$ cat config.mk
export PLATFORM = sky130hd
export DESIGN_NAME = fetch_stage_ctrl
export DESIGN_NICKNAME = d
export VERILOG_FILES = /design/src/rtl/fetch_stage_ctrl_pkg.sv /design/src/rtl/sat_counter.sv /design/src/rtl/fetch_stage_ctrl.sv
export SDC_FILE = /design/constraint.sdc
export NUM_CORES = 1
export LEC_CHECK = 0
export BUFFER_PORTS_ARGS = -buffer_cell sky130_fd_sc_hd__buf_2
export CAP_MARGIN = 15
export CORE_UTILIZATION = 30
export DETAILED_ROUTE_END_ITERATION = 7
export PLACE_DENSITY_LB_ADDON = 0.15
export RECOVER_POWER = 50
export SYNTH_ARGS = -nofsm -noshare
export SYNTH_HDL_FRONTEND = slang
export SYNTH_HIERARCHICAL = 1
export SYNTH_SLANG_ARGS = --single-unit
$ cat constraint.sdc
create_clock -name clk -period 2.7 [get_ports clk]
set_clock_uncertainty 0.05 [all_clocks]
set_input_delay 0.27 -clock clk [delete_from_list [all_inputs] [get_ports clk]]
set_output_delay 0.27 -clock clk [all_outputs]
set_load 0.02 [all_outputs]
$ cat src/rtl/fetch_stage_ctrl_pkg.sv
// Shared definitions for the fetch stage: instruction encoding constants and watchdog states.
package fetch_stage_ctrl_pkg;

    localparam int unsigned PKG_INST_W = 19;
    localparam logic [PKG_INST_W-1:0] NOP = '0;

    // Opcode field of the 19-bit instruction word
    localparam int unsigned OPCODE_MSB = 18;
    localparam int unsigned OPCODE_LSB = 15;

    typedef logic [1:0] wd_state_t;
    localparam wd_state_t WD_RUN     = 2'd0;
    localparam wd_state_t WD_STALL   = 2'd1;
    localparam wd_state_t WD_TIMEOUT = 2'd2;

endpackage

$ cat src/rtl/sat_counter.sv
// Event counter that saturates at all-ones instead of wrapping.
module sat_counter #(
    parameter int unsigned CNT_W = 16
) (
    input  logic             clk,
    input  logic             reset,
    input  logic             inc,
    output logic [CNT_W-1:0] count
);

    always_ff @(posedge clk) begin
        if (reset) begin
            count <= '0;
        end else if (inc && (count != {CNT_W{1'b1}})) begin
            count <= count + CNT_W'(1);
        end
    end

endmodule

$ cat src/rtl/fetch_stage_ctrl.sv
// Fetch stage: PC register, IF/ID pipeline register, stall/flush statistics and stall watchdog.
module fetch_stage_ctrl
    import fetch_stage_ctrl_pkg::*;
#(
    parameter int unsigned PC_W      = 12,
    parameter int unsigned RESET_PC  = 0,
    parameter int unsigned INST_W    = PKG_INST_W,
    parameter int unsigned MAX_STALL = 8,
    parameter int unsigned CNT_W     = 16
) (
    input  logic              clk,
    input  logic              reset,
    output logic [PC_W-1:0]   imem_addr,
    input  logic [INST_W-1:0] imem_data,
    input  logic              pc_writebar,
    input  logic              IF_ID_loadbar,
    input  logic              IF_ID_flush,
    input  logic [PC_W-1:0]   redirect_target,
    output logic [INST_W-1:0] IF_ID_instruction,
    output logic [PC_W-1:0]   IF_ID_pc_plus1,
    output logic              IF_ID_valid,
    output logic [CNT_W-1:0]  stall_count,
    output logic [CNT_W-1:0]  flush_count,
    output logic              stall_timeout
);

    localparam int unsigned RL_W = $clog2(MAX_STALL + 1);

    logic [PC_W-1:0] pc;
    logic [PC_W-1:0] pc_plus1_c;
    logic            stall_cycle_c;

    wd_state_t       wd_state;
    wd_state_t       wd_state_next_c;
    logic [RL_W-1:0] run_len;
    logic [RL_W-1:0] run_len_next_c;

    assign imem_addr     = pc;
    assign pc_plus1_c    = pc + PC_W'(1);
    // A flush cycle never counts as a stall, even with pc_writebar high
    assign stall_cycle_c = pc_writebar & ~IF_ID_flush;

    // PC and IF/ID register: flush beats hold beats advance
    always_ff @(posedge clk) begin
        if (reset) begin
            pc                <= PC_W'(RESET_PC);
            IF_ID_instruction <= INST_W'(NOP);
            IF_ID_pc_plus1    <= '0;
            IF_ID_valid       <= 1'b0;
        end else if (IF_ID_flush) begin
            pc                <= redirect_target;
            IF_ID_instruction <= INST_W'(NOP);
            IF_ID_pc_plus1    <= '0;
            IF_ID_valid       <= 1'b0;
        end else begin
            if (!pc_writebar) begin
                pc <= pc_plus1_c;
            end
            if (!IF_ID_loadbar) begin
                IF_ID_instruction <= imem_data;
                IF_ID_pc_plus1    <= pc_plus1_c;
                IF_ID_valid       <= 1'b1;
            end
        end
    end

    sat_counter #(.CNT_W(CNT_W)) u_stall_cnt (
        .clk   (clk),
        .reset (reset),
        .inc   (stall_cycle_c),
        .count (stall_count)
    );

    sat_counter #(.CNT_W(CNT_W)) u_flush_cnt (
        .clk   (clk),
        .reset (reset),
        .inc   (IF_ID_flush),
        .count (flush_count)
    );

    // Watchdog state register
    always_ff @(posedge clk) begin
        if (reset) begin
            wd_state      <= WD_RUN;
            run_len       <= '0;
            stall_timeout <= 1'b0;
        end else begin
            wd_state      <= wd_state_next_c;
            run_len       <= run_len_next_c;
            stall_timeout <= (wd_state_next_c == WD_TIMEOUT);
        end
    end

    // Watchdog next state: counts consecutive stall cycles, TIMEOUT is sticky until reset
    always_comb begin
        wd_state_next_c = wd_state;
        run_len_next_c  = run_len;
        case (wd_state)
            WD_RUN: begin
                if (stall_cycle_c) begin
                    run_len_next_c  = RL_W'(1);
                    wd_state_next_c = (MAX_STALL <= 1) ? WD_TIMEOUT : WD_STALL;
                end
            end
            WD_STALL: begin
                if (stall_cycle_c) begin
                    run_len_next_c = run_len + RL_W'(1);
                    if ((run_len + RL_W'(1)) == RL_W'(MAX_STALL)) begin
                        wd_state_next_c = WD_TIMEOUT;
                    end
                end else begin
                    run_len_next_c  = '0;
                    wd_state_next_c = WD_RUN;
                end
            end
            WD_TIMEOUT: begin
                wd_state_next_c = WD_TIMEOUT;
            end
            default: begin
                wd_state_next_c = WD_RUN;
                run_len_next_c  = '0;
            end
        endcase
    end

endmodule
==> results.ini <==
[outcome]
status = completed

[sta]
finalSetupTns_ps = 0
finalSetupViolations = 0
max_freq_ghz = 0.5000
hold_viol = 0
final.min_clock_period_ps = 2000
slew_headroom = 0.08238
rsz0062_at_grt = no
worst_pin_slew_ps = 1376
finalMaxSlewViolations = 0
fin_crit_sh = 0.7408

[route]
dr.pass1.iters = 4
drtAntennaViolNets = 0
route.detailed.drc = 0
drtIter0Drc = 196
num_vias = 3612
via_per_inst = 4.968
drt_wl_total_mm = 9.923
wl_per_cell_um = 13.65

[placement]
gp_congestion = 0.8129
dp_hpwl_mm = 7.013
dp.cells = 711
numPortBuffers = 112

[grt]
grt_max_degree = 31
grt_first_pass_wirelength_mm = 15.83
antenna_found_initial = 0
grt_overflow = 0
grt_use_total = 0.1415
grt_pass1_vias = 3269

[logic_synthesis]
yosys.area_share.adder = 0.01249
synth_compound_area_frac = 0.1336
synth-simple-area-share = 0.2679
ys_ff_latch = 83
synth_xor_area_frac = 0.05464
synth.lib_cells_used.distinct = 51
synthFlopType = dfxtp_1
ys_seq_area_frac = 0.4146
ys_warn_count = 6
synth_top_family_by_area = simple AND/OR/NAND/NOR gates
synth_fp_nets = 485
synth_enable_flop_cells = 0
muxShareOfSynthArea = 0.06837
synthArstFlopShare = 0
avgSynthCellArea_um2 = 9.006
syn_area_mm2 = 0.004008
synthCells = 445

[worst_setup_path]
path_max_fanout = 26
crit_arrival_ps = 2220
required_ps = 2920
start_kind = primary input
crit_type = in -> reg
cp-end-kind = flop

[clock_tree]
holdBufCountCts = 0
numClockSinks = 83
clockRootBuffer = clkbuf_16
post_cts_buffers = 0
tritoncts = done
htree_levels = 3
clk_latency_ps = 340
cts_buffers = 9
cts_resized = 0
clockBufferDepth = 2
clk_pin_slew_ps = 60

[floorplan]
dieArea_mm2 = 0.01383
core_mm2 = 0.01282
ioPinCount = 113
die_w_um = 117.6
die_h_um = 117.6
initial_core_util = 0.3125
fp-row-count = 41

[layout]
drive_gt1_frac = 0.1802
nNetsFinal = 590
fillers = 1394
stdcell_count = 727
syn2layout_area_growth_pct = 22.01
diodes = 0
final_common_cell = dfxtp_1
mostFrequentLayoutCells = dfxtp_1, buf_2, clkbuf_1

[power]
powerDensity_mw_per_mm2 = 550.8
peakVddDrop_uv = 250.7
leakagePower_nw = 1.842

[run]
drv_cap = 0

[min_path]
hold_path.class = in -> reg

==> critical path: stages <==
cell      delay (ps)
buf_2            160
clkbuf_1         860
inv_1            240
or4_1            550
a21oi_1          140
==> Yosys cell counts (2+ instances only) <==
library cell   n  area [µm²]
o21ai_1        2       10.01
and4_1         6       52.55
nor3_1        14       70.07
buf_2          6       30.03
nand2_1       22       82.58
nand3b_1       3       22.52
o31ai_2        2       25.02
nor2_1        53       198.9
dfxtp_1       83        1662
nand2_2        2       12.51
clkbuf_8       2       27.53
xnor2_1       15       131.4
nor4_4         2       42.54
o311ai_0       2       17.52
nor4_1         4       25.02
inv_1         13       48.80
nor4bb_1       2       20.02
nand4_4        3       63.81
mux2_2         3       33.78
a21oi_1       38       190.2
a211oi_1       2       15.01
mux2i_1       24       240.2
o21a_1         8       60.06
o41ai_1        2       17.52
or3_1          8       50.05
ha_1           4       50.05
o21ai_0       17       85.08
clkbuf_1       7       26.28
nor3_2         2       20.02
nand3_1       18       90.09
nor2b_1        7       43.79
o31ai_1       12       90.09
buf_1          4       15.01
or4_1         14       105.1
nand4_1        8       50.05
buf_6          3       33.78
nor4_2         4       50.05
and3_1         2       12.51
xor2_1        10       87.58
==> power by group <==
| part | internal [W] | switching [W] | leakage [nW] |
|---|---|---|---|
| Sequential | 0.00126 | 0.0000387 | 0.675 |
| Combinational | 0.0000875 | 0.000143 | 1.03 |
| Clock | 0.000666 | 0.000499 | 0.141 |
==> through the flow <==
stage,hold slack [ps],worst slack (ps),area [µm²],total power [W],util
2_1_floorplan,334.6,908.9,4008,0.001480,-
3_3_place_gp,382.3,690.2,4683,0.001560,0.3652
3_5_place_dp,393.5,678.9,4683,0.001564,0.3652
4_1_cts,83.91,846.5,4964,0.002738,0.3870
5_1_grt,113.6,444.3,4890,0.002805,0.3813
6_report,99.33,699.9,4890,0.002693,0.3813
==> layer usage <==
| layer | vias to the layer above | share of wire | global-route usage |
|---|---|---|---|
| met3 | 14 | 0.057 | 0.03440 |
| met4 | 0 | 0.020 | 0.07292 |
| met1 | 1671 | 0.50 | 0.1814 |
| met5 | - | 0 | 0 |
| li1 | 1826 | - | - |
| met2 | 101 | 0.43 | 0.2197 |
==> cells by family after synthesis <==
group                    after synthesis
AND/OR/NAND/NOR                      181
AO/OA/AOI/OAI                         88
flip-flops                            83
buffers and inverters                 37
multiplexers                          27
XOR/XNOR                              25
adder cells (fa/ha/maj)                4
==> worst paths after layout <==
check                                    start                                 to  slack, ps  cells after the start
max                                IF_ID_flush  u_flush_cnt/count[3]$_SDFFE_PP0P_        700                      5
min reg2reg           IF_ID_valid$_SDFFE_PP0N_           IF_ID_valid$_SDFFE_PP0N_        410                      1
max reg2reg  u_stall_cnt/count[1]$_SDFFE_PP0P_  u_stall_cnt/count[3]$_SDFFE_PP0P_        780                      6
min                        redirect_target[11]         imem_addr[11]$_SDFFE_PP0N_        100                      3
==> state kept, by name, indices dropped and copies added (netlist names) <==
| signal | count |
|---|---|
| u_stall_cnt/count | 16 |
| stall_timeout | 1 |
| u_flush_cnt/count | 16 |
| wd_state | 2 |
| IF_ID_pc_plus1 | 12 |
| IF_ID_valid | 1 |
| imem_addr | 12 |
| run_len | 4 |
| IF_ID_instruction | 19 |
==> final cells by class <==
cell class	instances	area, µm²	share of cell area
clock inverter	5	27.53	0.005629
sequential	83	1662	0.3398
timing repair buffer	118	531.8	0.1088
multi-input combinational	325	2152	0.4401
inverter	13	48.80	0.009980
clock buffer	11	252.7	0.05169
tap	172	215.2	0.04401
Note: power is estimated with default switching activity, not from simulation.
